`config.mk`:
```
export PLATFORM = sky130hd
export DESIGN_NAME = ps_ddr_receiver_flat
export DESIGN_NICKNAME = d
export VERILOG_FILES = /design/src/rtl/ps_ddr_receiver_if.sv /design/src/rtl/ps_ddr_receiver.sv /design/src/flat_wrapper.sv
export SDC_FILE = /design/constraint.sdc
export NUM_CORES = 1
export LEC_CHECK = 0
export ABC_AREA = 1
export CORE_MARGIN = 8
export CORE_UTILIZATION = 36
export CTS_CLUSTER_SIZE = 24
export DETAILED_ROUTE_END_ITERATION = 10
export PLACE_DENSITY = 0.86
export SETUP_SLACK_MARGIN = 0.1
export SLEW_MARGIN = 20
export SYNTH_ARGS = -nofsm -noshare
export SYNTH_HDL_FRONTEND = slang
export SYNTH_SLANG_ARGS = --single-unit
```
`constraint.sdc`:
```
create_clock -name i_clk -period 1.5 [get_ports i_clk]
set_input_delay 0.3 -clock i_clk [delete_from_list [all_inputs] [get_ports i_clk]]
set_output_delay 0.3 -clock i_clk [all_outputs]
set_load 0.05 [all_outputs]
```
`src/rtl/ps_ddr_receiver_if.sv`:
```
// AXI3 read-address / read-data channel bundle between ps_ddr_receiver and a PS HP port.
// master : drives AR channel and RREADY (the receiver)
// slave  : drives ARREADY and the R channel (the HP port or a bench model)
// Write channels are not carried; they are tied off at the HP port.
interface ps_ddr_receiver_if;
  logic [5:0]  M_AXI_ARID;
  logic [31:0] M_AXI_ARADDR;
  logic [3:0]  M_AXI_ARLEN;
  logic [2:0]  M_AXI_ARSIZE;
  logic [1:0]  M_AXI_ARBURST;
  logic        M_AXI_ARLOCK;
  logic [3:0]  M_AXI_ARCACHE;
  logic [2:0]  M_AXI_ARPROT;
  logic [3:0]  M_AXI_ARQOS;
  logic        M_AXI_ARVALID;
  logic        M_AXI_ARREADY;
  logic [5:0]  M_AXI_RID;
  logic [31:0] M_AXI_RDATA;
  logic [1:0]  M_AXI_RRESP;
  logic        M_AXI_RLAST;
  logic        M_AXI_RVALID;
  logic        M_AXI_RREADY;

  modport master (
    output M_AXI_ARID, M_AXI_ARADDR, M_AXI_ARLEN, M_AXI_ARSIZE, M_AXI_ARBURST, M_AXI_ARLOCK,
           M_AXI_ARCACHE, M_AXI_ARPROT, M_AXI_ARQOS, M_AXI_ARVALID, M_AXI_RREADY,
    input  M_AXI_ARREADY, M_AXI_RID, M_AXI_RDATA, M_AXI_RRESP, M_AXI_RLAST, M_AXI_RVALID
  );

  modport slave (
    input  M_AXI_ARID, M_AXI_ARADDR, M_AXI_ARLEN, M_AXI_ARSIZE, M_AXI_ARBURST, M_AXI_ARLOCK,
           M_AXI_ARCACHE, M_AXI_ARPROT, M_AXI_ARQOS, M_AXI_ARVALID, M_AXI_RREADY,
    output M_AXI_ARREADY, M_AXI_RID, M_AXI_RDATA, M_AXI_RRESP, M_AXI_RLAST, M_AXI_RVALID
  );
endinterface

```
`src/rtl/ps_ddr_receiver.sv`:
```
// AXI3 read master: on an i_start pulse in IDLE, fetches one INCR burst of 1-16 32-bit words
// from PS DDR and streams them out on a registered o_data/o_data_valid strobe. Each
// transaction ends with a one-cycle o_done; o_err is sticky until the next accepted start.
//
// Ports:
//   i_clk, i_rst      clock, asynchronous active-low reset
//   i_start           request pulse, only sampled in IDLE
//   i_ddr_addr        burst start byte address (bits [1:0] ignored)
//   i_burst_len       beats minus 1
//   o_data/_valid     registered read word and its one-cycle strobe
//   o_busy, o_done    state != IDLE, state == DONE
//   o_err             error status of the last transaction
//   o_state           IDLE=0, ADDR_READ=1, DATA_READ=2, DONE=3
//   m_axi             AR and R channels (master modport)
//
// Optional: define PS_DDR_RX_TIMEOUT_EN to add a watchdog that aborts a transaction after
// TIMEOUT_CYC cycles without an AR or R handshake.
module ps_ddr_receiver #(
  parameter int unsigned AXI_ID      = 0,
  parameter int unsigned TIMEOUT_CYC = 1024
) (
  input  logic                  i_clk,
  input  logic                  i_rst,
  input  logic                  i_start,
  input  logic [31:0]           i_ddr_addr,
  input  logic [3:0]            i_burst_len,
  output logic [31:0]           o_data,
  output logic                  o_data_valid,
  output logic                  o_busy,
  output logic                  o_done,
  output logic                  o_err,
  output logic [2:0]            o_state,
  ps_ddr_receiver_if.master     m_axi
);

  localparam logic [5:0] AxiId = AXI_ID[5:0];

  typedef enum logic [2:0] {
    StIdle     = 3'd0,
    StAddrRead = 3'd1,
    StDataRead = 3'd2,
    StDone     = 3'd3
  } state_e;

  state_e      state_q, state_d;
  logic        arvalid_q, arvalid_d;
  logic        rready_q, rready_d;
  logic [31:0] data_q, data_d;
  logic        data_valid_q, data_valid_d;
  logic        err_q, err_d;
  logic [3:0]  beat_q, beat_d;
  logic [31:0] addr_q, addr_d;
  logic [3:0]  len_q, len_d;

  // Word index of the last beat within its 4KB page; bit 10 set means the burst crosses.
  logic [10:0] page_end;
  logic        crosses_4k;
  logic        ar_hs, r_hs, last_beat, beat_bad;

  assign page_end   = {1'b0, i_ddr_addr[11:2]} + {7'd0, i_burst_len};
  assign crosses_4k = page_end[10];
  assign ar_hs      = arvalid_q & m_axi.M_AXI_ARREADY;
  assign r_hs       = rready_q & m_axi.M_AXI_RVALID;
  assign last_beat  = (beat_q == len_q);
  assign beat_bad   = m_axi.M_AXI_RRESP[1] | (m_axi.M_AXI_RID != AxiId);

  logic unused_bits;
  assign unused_bits = ^{i_ddr_addr[1:0], m_axi.M_AXI_RRESP[0]};

`ifdef PS_DDR_RX_TIMEOUT_EN
  localparam int unsigned TmoW = $clog2(TIMEOUT_CYC + 1);
  logic [TmoW-1:0] tmo_q, tmo_d;
`endif

  always_comb begin
    state_d      = state_q;
    arvalid_d    = arvalid_q;
    rready_d     = rready_q;
    data_d       = data_q;
    data_valid_d = 1'b0;
    err_d        = err_q;
    beat_d       = beat_q;
    addr_d       = addr_q;
    len_d        = len_q;

    unique case (state_q)
      StIdle: begin
        if (i_start) begin
          addr_d = {i_ddr_addr[31:2], 2'b00};
          len_d  = i_burst_len;
          if (crosses_4k) begin
            err_d   = 1'b1;
            state_d = StDone;
          end else begin
            err_d     = 1'b0;
            arvalid_d = 1'b1;
            state_d   = StAddrRead;
          end
        end
      end
      StAddrRead: begin
        if (ar_hs) begin
          arvalid_d = 1'b0;
          rready_d  = 1'b1;
          beat_d    = 4'd0;
          state_d   = StDataRead;
        end
      end
      StDataRead: begin
        if (r_hs) begin
          data_d       = m_axi.M_AXI_RDATA;
          data_valid_d = 1'b1;
          beat_d       = beat_q + 4'd1;
          if (beat_bad) err_d = 1'b1;
          if (m_axi.M_AXI_RLAST || last_beat) begin
            // RLAST must coincide exactly with beat len_q.
            if (m_axi.M_AXI_RLAST != last_beat) err_d = 1'b1;
            rready_d = 1'b0;
            state_d  = StDone;
          end
        end
      end
      StDone: state_d = StIdle;
      default: state_d = StIdle;
    endcase

`ifdef PS_DDR_RX_TIMEOUT_EN
    tmo_d = '0;
    if (state_q == StAddrRead || state_q == StDataRead) begin
      if (ar_hs || r_hs) begin
        tmo_d = '0;
      end else if (tmo_q == TmoW'(TIMEOUT_CYC - 1)) begin
        // Recovery only: dropping ARVALID before ARREADY breaks AXI rules by design.
        arvalid_d = 1'b0;
        rready_d  = 1'b0;
        err_d     = 1'b1;
        state_d   = StDone;
      end else begin
        tmo_d = tmo_q + 1'b1;
      end
    end
`endif
  end

  always_ff @(posedge i_clk or negedge i_rst) begin
    if (!i_rst) begin
      state_q      <= StIdle;
      arvalid_q    <= 1'b0;
      rready_q     <= 1'b0;
      data_q       <= '0;
      data_valid_q <= 1'b0;
      err_q        <= 1'b0;
      beat_q       <= '0;
      addr_q       <= '0;
      len_q        <= '0;
`ifdef PS_DDR_RX_TIMEOUT_EN
      tmo_q        <= '0;
`endif
    end else begin
      state_q      <= state_d;
      arvalid_q    <= arvalid_d;
      rready_q     <= rready_d;
      data_q       <= data_d;
      data_valid_q <= data_valid_d;
      err_q        <= err_d;
      beat_q       <= beat_d;
      addr_q       <= addr_d;
      len_q        <= len_d;
`ifdef PS_DDR_RX_TIMEOUT_EN
      tmo_q        <= tmo_d;
`endif
    end
  end

  assign o_data       = data_q;
  assign o_data_valid = data_valid_q;
  assign o_busy       = (state_q != StIdle);
  assign o_done       = (state_q == StDone);
  assign o_err        = err_q;
  assign o_state      = state_q;

  assign m_axi.M_AXI_ARID    = AxiId;
  assign m_axi.M_AXI_ARADDR  = addr_q;
  assign m_axi.M_AXI_ARLEN   = len_q;
  assign m_axi.M_AXI_ARSIZE  = 3'b010;
  assign m_axi.M_AXI_ARBURST = 2'b01;
  assign m_axi.M_AXI_ARLOCK  = 1'b0;
  assign m_axi.M_AXI_ARCACHE = 4'b0011;
  assign m_axi.M_AXI_ARPROT  = 3'b000;
  assign m_axi.M_AXI_ARQOS   = 4'd0;
  assign m_axi.M_AXI_ARVALID = arvalid_q;
  assign m_axi.M_AXI_RREADY  = rready_q;

endmodule
```
`src/flat_wrapper.sv`:
```
// flat-port wrapper written by rule: the top's interface ports become plain ports
module ps_ddr_receiver_flat 
#(
  parameter int unsigned AXI_ID      = 0,
  parameter int unsigned TIMEOUT_CYC = 1024
)
  (i_clk, i_rst, i_start, i_ddr_addr, i_burst_len, o_data, o_data_valid, o_busy, o_done, o_err, o_state, m_axi_M_AXI_ARID, m_axi_M_AXI_ARADDR, m_axi_M_AXI_ARLEN, m_axi_M_AXI_ARSIZE, m_axi_M_AXI_ARBURST, m_axi_M_AXI_ARLOCK, m_axi_M_AXI_ARCACHE, m_axi_M_AXI_ARPROT, m_axi_M_AXI_ARQOS, m_axi_M_AXI_ARVALID, m_axi_M_AXI_RREADY, m_axi_M_AXI_ARREADY, m_axi_M_AXI_RID, m_axi_M_AXI_RDATA, m_axi_M_AXI_RRESP, m_axi_M_AXI_RLAST, m_axi_M_AXI_RVALID);
  ps_ddr_receiver_if m_axi_i ();
  input  logic i_clk;
  input  logic i_rst;
  input  logic i_start;
  input  logic [31:0] i_ddr_addr;
  input  logic [3:0] i_burst_len;
  output logic [31:0] o_data;
  output logic o_data_valid;
  output logic o_busy;
  output logic o_done;
  output logic o_err;
  output logic [2:0] o_state;
  output wire logic [$bits(m_axi_i.M_AXI_ARID)-1:0] m_axi_M_AXI_ARID;
  output wire logic [$bits(m_axi_i.M_AXI_ARADDR)-1:0] m_axi_M_AXI_ARADDR;
  output wire logic [$bits(m_axi_i.M_AXI_ARLEN)-1:0] m_axi_M_AXI_ARLEN;
  output wire logic [$bits(m_axi_i.M_AXI_ARSIZE)-1:0] m_axi_M_AXI_ARSIZE;
  output wire logic [$bits(m_axi_i.M_AXI_ARBURST)-1:0] m_axi_M_AXI_ARBURST;
  output wire logic [$bits(m_axi_i.M_AXI_ARLOCK)-1:0] m_axi_M_AXI_ARLOCK;
  output wire logic [$bits(m_axi_i.M_AXI_ARCACHE)-1:0] m_axi_M_AXI_ARCACHE;
  output wire logic [$bits(m_axi_i.M_AXI_ARPROT)-1:0] m_axi_M_AXI_ARPROT;
  output wire logic [$bits(m_axi_i.M_AXI_ARQOS)-1:0] m_axi_M_AXI_ARQOS;
  output wire logic [$bits(m_axi_i.M_AXI_ARVALID)-1:0] m_axi_M_AXI_ARVALID;
  output wire logic [$bits(m_axi_i.M_AXI_RREADY)-1:0] m_axi_M_AXI_RREADY;
  input wire logic [$bits(m_axi_i.M_AXI_ARREADY)-1:0] m_axi_M_AXI_ARREADY;
  input wire logic [$bits(m_axi_i.M_AXI_RID)-1:0] m_axi_M_AXI_RID;
  input wire logic [$bits(m_axi_i.M_AXI_RDATA)-1:0] m_axi_M_AXI_RDATA;
  input wire logic [$bits(m_axi_i.M_AXI_RRESP)-1:0] m_axi_M_AXI_RRESP;
  input wire logic [$bits(m_axi_i.M_AXI_RLAST)-1:0] m_axi_M_AXI_RLAST;
  input wire logic [$bits(m_axi_i.M_AXI_RVALID)-1:0] m_axi_M_AXI_RVALID;
  assign m_axi_M_AXI_ARID = m_axi_i.M_AXI_ARID;
  assign m_axi_M_AXI_ARADDR = m_axi_i.M_AXI_ARADDR;
  assign m_axi_M_AXI_ARLEN = m_axi_i.M_AXI_ARLEN;
  assign m_axi_M_AXI_ARSIZE = m_axi_i.M_AXI_ARSIZE;
  assign m_axi_M_AXI_ARBURST = m_axi_i.M_AXI_ARBURST;
  assign m_axi_M_AXI_ARLOCK = m_axi_i.M_AXI_ARLOCK;
  assign m_axi_M_AXI_ARCACHE = m_axi_i.M_AXI_ARCACHE;
  assign m_axi_M_AXI_ARPROT = m_axi_i.M_AXI_ARPROT;
  assign m_axi_M_AXI_ARQOS = m_axi_i.M_AXI_ARQOS;
  assign m_axi_M_AXI_ARVALID = m_axi_i.M_AXI_ARVALID;
  assign m_axi_M_AXI_RREADY = m_axi_i.M_AXI_RREADY;
  assign m_axi_i.M_AXI_ARREADY = m_axi_M_AXI_ARREADY;
  assign m_axi_i.M_AXI_RID = m_axi_M_AXI_RID;
  assign m_axi_i.M_AXI_RDATA = m_axi_M_AXI_RDATA;
  assign m_axi_i.M_AXI_RRESP = m_axi_M_AXI_RRESP;
  assign m_axi_i.M_AXI_RLAST = m_axi_M_AXI_RLAST;
  assign m_axi_i.M_AXI_RVALID = m_axi_M_AXI_RVALID;
  ps_ddr_receiver #(.AXI_ID(AXI_ID), .TIMEOUT_CYC(TIMEOUT_CYC)) u_core (.i_clk(i_clk), .i_rst(i_rst), .i_start(i_start), .i_ddr_addr(i_ddr_addr), .i_burst_len(i_burst_len), .o_data(o_data), .o_data_valid(o_data_valid), .o_busy(o_busy), .o_done(o_done), .o_err(o_err), .o_state(o_state), .m_axi(m_axi_i));
endmodule
```
==> run metrics <==
Post-Route Skew 0.01133 ns; Starting DRT DRC Count 152; largest voltage drop on the vdd net 0.001611 V; Pwr per Cell Area 2579 nW/um^2; number of nets still failing antenna checks after routing 0; number of placement rows 36; maximum count of clock buffers along a single path 2; share of cells above drive strength 1 48.42%; failing checks setup timing; shortest period the worst path allows 1.632 ns; Detail Placement HPWL 8185 um; starting utilization of the core area 36.67%; share of the cycle needed by the critical path after routing 108.8%; final RePlAce weighted congestion 0.7868; setup repair after global routing missed its margin yes; cell count of the worst hold path 2; n_diodes 0; Cells after Synth 345; total global routing track utilization 16.04%; Reg-to-Reg Start u_core.m_axi.M_AXI_ARLEN[1]$_DFFE_PN0P_; Unique masters post-synth 26; most repeated library cell on the critical path sky130_fd_sc_hd__nand2_1; setup_tns -1.523 ns; CTS Buf Count 9; core footprint 9684 um^2; pre-CTS setup slack -0.2873 ns; final-stage net count 626; sequential fraction of the synthesis area 53.56%; crit path cell chain xnor2_2 > nand4_1 > ha_2 > inv_2 > o21ai_2 > or2_4 > nor2_4 > nand2_1 > nand2_1; clock tree root buffer cell sky130_fd_sc_hd__clkbuf_8; Netlist Area Pre-Place 3551 um^2; synthesized area per cell 10.29 um^2; count of clock tree sinks 76; setup slack of the most critical reg-to-reg path -0.13 ns; CP max stage cell sky130_fd_sc_hd__dfrtp_2; number of levels the H-tree was split into 3; Die Y 115.3 um; max-capacitance violation count 0; layout-stage area growth over the synthesis result 95.77%; CP Launch Type flip-flop; total vias in the final route 3052; worst hold slack across all endpoints 0.2790 ns; Yosys Warn Count 0; Buffers & Inverters on Critical Path 1; via count normalized by instance count 4.542; type of the tightest min-delay check primary input to flip-flop; FF-to-FF End u_core.o_state[0]$_DFFE_PN0P_; final wirelength 12290 um; router iterations before antenna repair 4; signal arrival time at the worst endpoint 1.92 ns; Die Span X 115.3 um; largest fanout on the critical path 3; least setup slack across all paths after layout -0.1316 ns; total cell area at the placement stage 6051 um^2; total non-filler cell area in the finished layout 6952 um^2; area enclosed by the die boundary 13300 um^2; most common cell after layout, fill and taps aside sky130_fd_sc_hd__buf_12; number of slew-limit violations in the final report 0; final setup violating endpoints 32; count of boundary I/O pins 182; delay of the slowest critical-path stage 0.44 ns; Port Buffers 152; element type at the critical path end flip-flop; routed length per instance 18.29 um; via count of the first global-routing pass 3181; final core utilization 71.78%; Post-route DRC 0; number of antenna violations at the first check in global routing 0; maximum operating frequency 612.9 MHz; clock-pin slew reported for the worst setup and hold paths after clock tree synthesis 0.08 ns; CTS tree done; required time of the critical path 1.78 ns; pin count of the biggest net entering global routing 77; Endpoint, Worst Hold u_core.m_axi.M_AXI_ARADDR[3]$_DFFE_PN0P_; commonest cells after routing, fill and taps aside sky130_fd_sc_hd__buf_12, sky130_fd_sc_hd__clkdlybuf4s50_1, sky130_fd_sc_hd__nand2_1, sky130_fd_sc_hd__dfrtp_1, sky130_fd_sc_hd__nand2_2; leakage dissipation 3.410 nW; run status finished with violations; worst skew pair latency 0.34 ns; final-report hold violation count 0; origin of the worst min-delay path i_ddr_addr[3]; category of cells accounting for the largest share of critical-path delay simple AND/OR/NAND/NOR gates; first-pass GRT wire length 16660 um; sum of overflow across all layers after global routing 0; number of register bits inferred by synthesis 76; Worst Reg2Reg Path Length in Cells 9; category of the most critical setup path flip-flop to flip-flop
-- layer usage --
layer / vias to the layer above / GRT usage (%) / wire (um)
li1: 1415 / - / -
met1: 1482 / 17.71 / 4594
met2: 145 / 28.91 / 6646
met3: 10 / 5.830 / 946
met4: 0 / 2.977 / 102
met5: - / 0 / 0
-- synth_stat cells --
| library cell | count | area share, % |
|---|---|---|
| sky130_fd_sc_hd__mux2_2 | 6 | 1.9 |
| sky130_fd_sc_hd__buf_6 | 3 | 0.95 |
| sky130_fd_sc_hd__conb_1 | 2 | 0.21 |
| sky130_fd_sc_hd__o21ai_2 | 1 | 0.25 |
| sky130_fd_sc_hd__o21ai_0 | 4 | 0.56 |
| sky130_fd_sc_hd__dfrtp_1 | 76 | 54 |
| sky130_fd_sc_hd__nor3_1 | 2 | 0.28 |
| sky130_fd_sc_hd__nor2_8 | 1 | 0.56 |
| sky130_fd_sc_hd__nand3_1 | 8 | 1.1 |
| sky130_fd_sc_hd__inv_2 | 2 | 0.21 |
| sky130_fd_sc_hd__a21oi_1 | 5 | 0.70 |
| sky130_fd_sc_hd__mux2_4 | 26 | 11 |
| sky130_fd_sc_hd__ha_1 | 9 | 3.2 |
| sky130_fd_sc_hd__nand2_1 | 136 | 14 |
| sky130_fd_sc_hd__buf_4 | 26 | 5.5 |
| sky130_fd_sc_hd__nand4_1 | 2 | 0.35 |
| sky130_fd_sc_hd__or2_4 | 1 | 0.25 |
| sky130_fd_sc_hd__a31o_2 | 1 | 0.25 |
| sky130_fd_sc_hd__nor2_2 | 1 | 0.18 |
| sky130_fd_sc_hd__inv_1 | 12 | 1.3 |
| sky130_fd_sc_hd__nor2_1 | 6 | 0.63 |
| sky130_fd_sc_hd__inv_4 | 1 | 0.18 |
| sky130_fd_sc_hd__or2_1 | 1 | 0.18 |
| sky130_fd_sc_hd__buf_2 | 6 | 0.85 |
| sky130_fd_sc_hd__xnor2_1 | 4 | 0.99 |
| sky130_fd_sc_hd__nand2_2 | 3 | 0.53 |
-- worst register-to-register path, stage by stage, from the launching register on --
cell and delay (ns):
sky130_fd_sc_hd__dfrtp_2 0.44, sky130_fd_sc_hd__xnor2_2 0.17, sky130_fd_sc_hd__nand4_1 0.13, sky130_fd_sc_hd__ha_2 0.21
sky130_fd_sc_hd__inv_2 0.06, sky130_fd_sc_hd__o21ai_2 0.07, sky130_fd_sc_hd__or2_4 0.26, sky130_fd_sc_hd__nor2_4 0.10
sky130_fd_sc_hd__nand2_1 0.08, sky130_fd_sc_hd__nand2_1 0.06
-- state kept, by name, summed over array words and instances (netlist names) --
signal                      cells
u_core.o_data                  32
u_core.m_axi.M_AXI_ARADDR      30
u_core.m_axi.M_AXI_ARLEN        4
u_core.beat_q                   4
u_core.o_state                  2
u_core.o_data_valid             1
u_core.m_axi.M_AXI_ARVALID      1
u_core.o_err                    1
u_core.m_axi.M_AXI_RREADY       1
-- how the worst max path moves through the flow --
stage	from	endpoint	slack, ns	depth (start not counted)
final	u_core.m_axi.M_AXI_ARLEN[1]$_DFFE_PN0P_	u_core.o_state[0]$_DFFE_PN0P_	-0.13	9
after global routing	u_core.m_axi.M_AXI_ARLEN[1]$_DFFE_PN0P_	u_core.o_state[0]$_DFFE_PN0P_	-0.19	9
after CTS	u_core.o_state[0]$_DFFE_PN0P_	o_busy	-0.14	5
after detailed placement	i_ddr_addr[5]	u_core.o_state[1]$_DFFE_PN0P_	-0.29	10
after global placement	i_burst_len[3]	u_core.m_axi.M_AXI_ARVALID$_DFFE_PN0P_	-0.23	10
after floorplan	u_core.o_state[1]$_DFFE_PN0P_	u_core.o_state[1]$_DFFE_PN0P_	-0.08	9
-- cells by family (layout without fill, tap and decap cells) --
logic type | count (synthesis) | in the layout | share of synthesized area (%)
buf+inv | 50 | 220 | 8.950
xor+xnor | 4 | 4 | 0.9865
other cells | 2 | 26 | 0.2115
mux | 32 | 32 | 12.90
simple gates | 161 | 161 | 18.46
fa+ha+maj | 9 | 9 | 3.171
flops | 76 | 76 | 53.56
compound gates | 11 | 11 | 1.762
-- power by group --
group          internal (W)  total, W  switching [W]
combinational       0.00596    0.0121        0.00613
sequential          0.00302   0.00413        0.00112
clock              0.000931   0.00171       0.000780
-- stage by stage --
| stage | total power [W] | instances |
|---|---|---|
| detailed placement | 0.01490 | 640 |
| CTS | 0.01687 | 659 |
| global placement | 0.01462 | 640 |
| floorplan | 0.009309 | 369 |
| finish | 0.01793 | 672 |
| global route | 0.01864 | 672 |
-- what timing repair did --
| action | in CTS | in global routing |
|---|---|---|
| pin swaps | 6 | 36 |
| hold buffers | 1 | 0 |
| gates cloned | 1 | 7 |
| setup endpoints to repair | 56 | 77 |
| buffers inserted | 2 | 8 |
| endpoints found under the hold margin | 76 | 0 |
| gates resized for setup | 9 | 119 |
-- area by class of cell --
class	count	area, um^2
tap	133	166.4
multi-input combinational	243	1821
timing repair buffer	188	2735
inverter	15	86.33
timing repair inverter	2	20.02
clock inverter	6	90.09
sequential	76	1909
fill	622	2733
clock buffer	9	123.9
(Power assumes the default switching activity.)
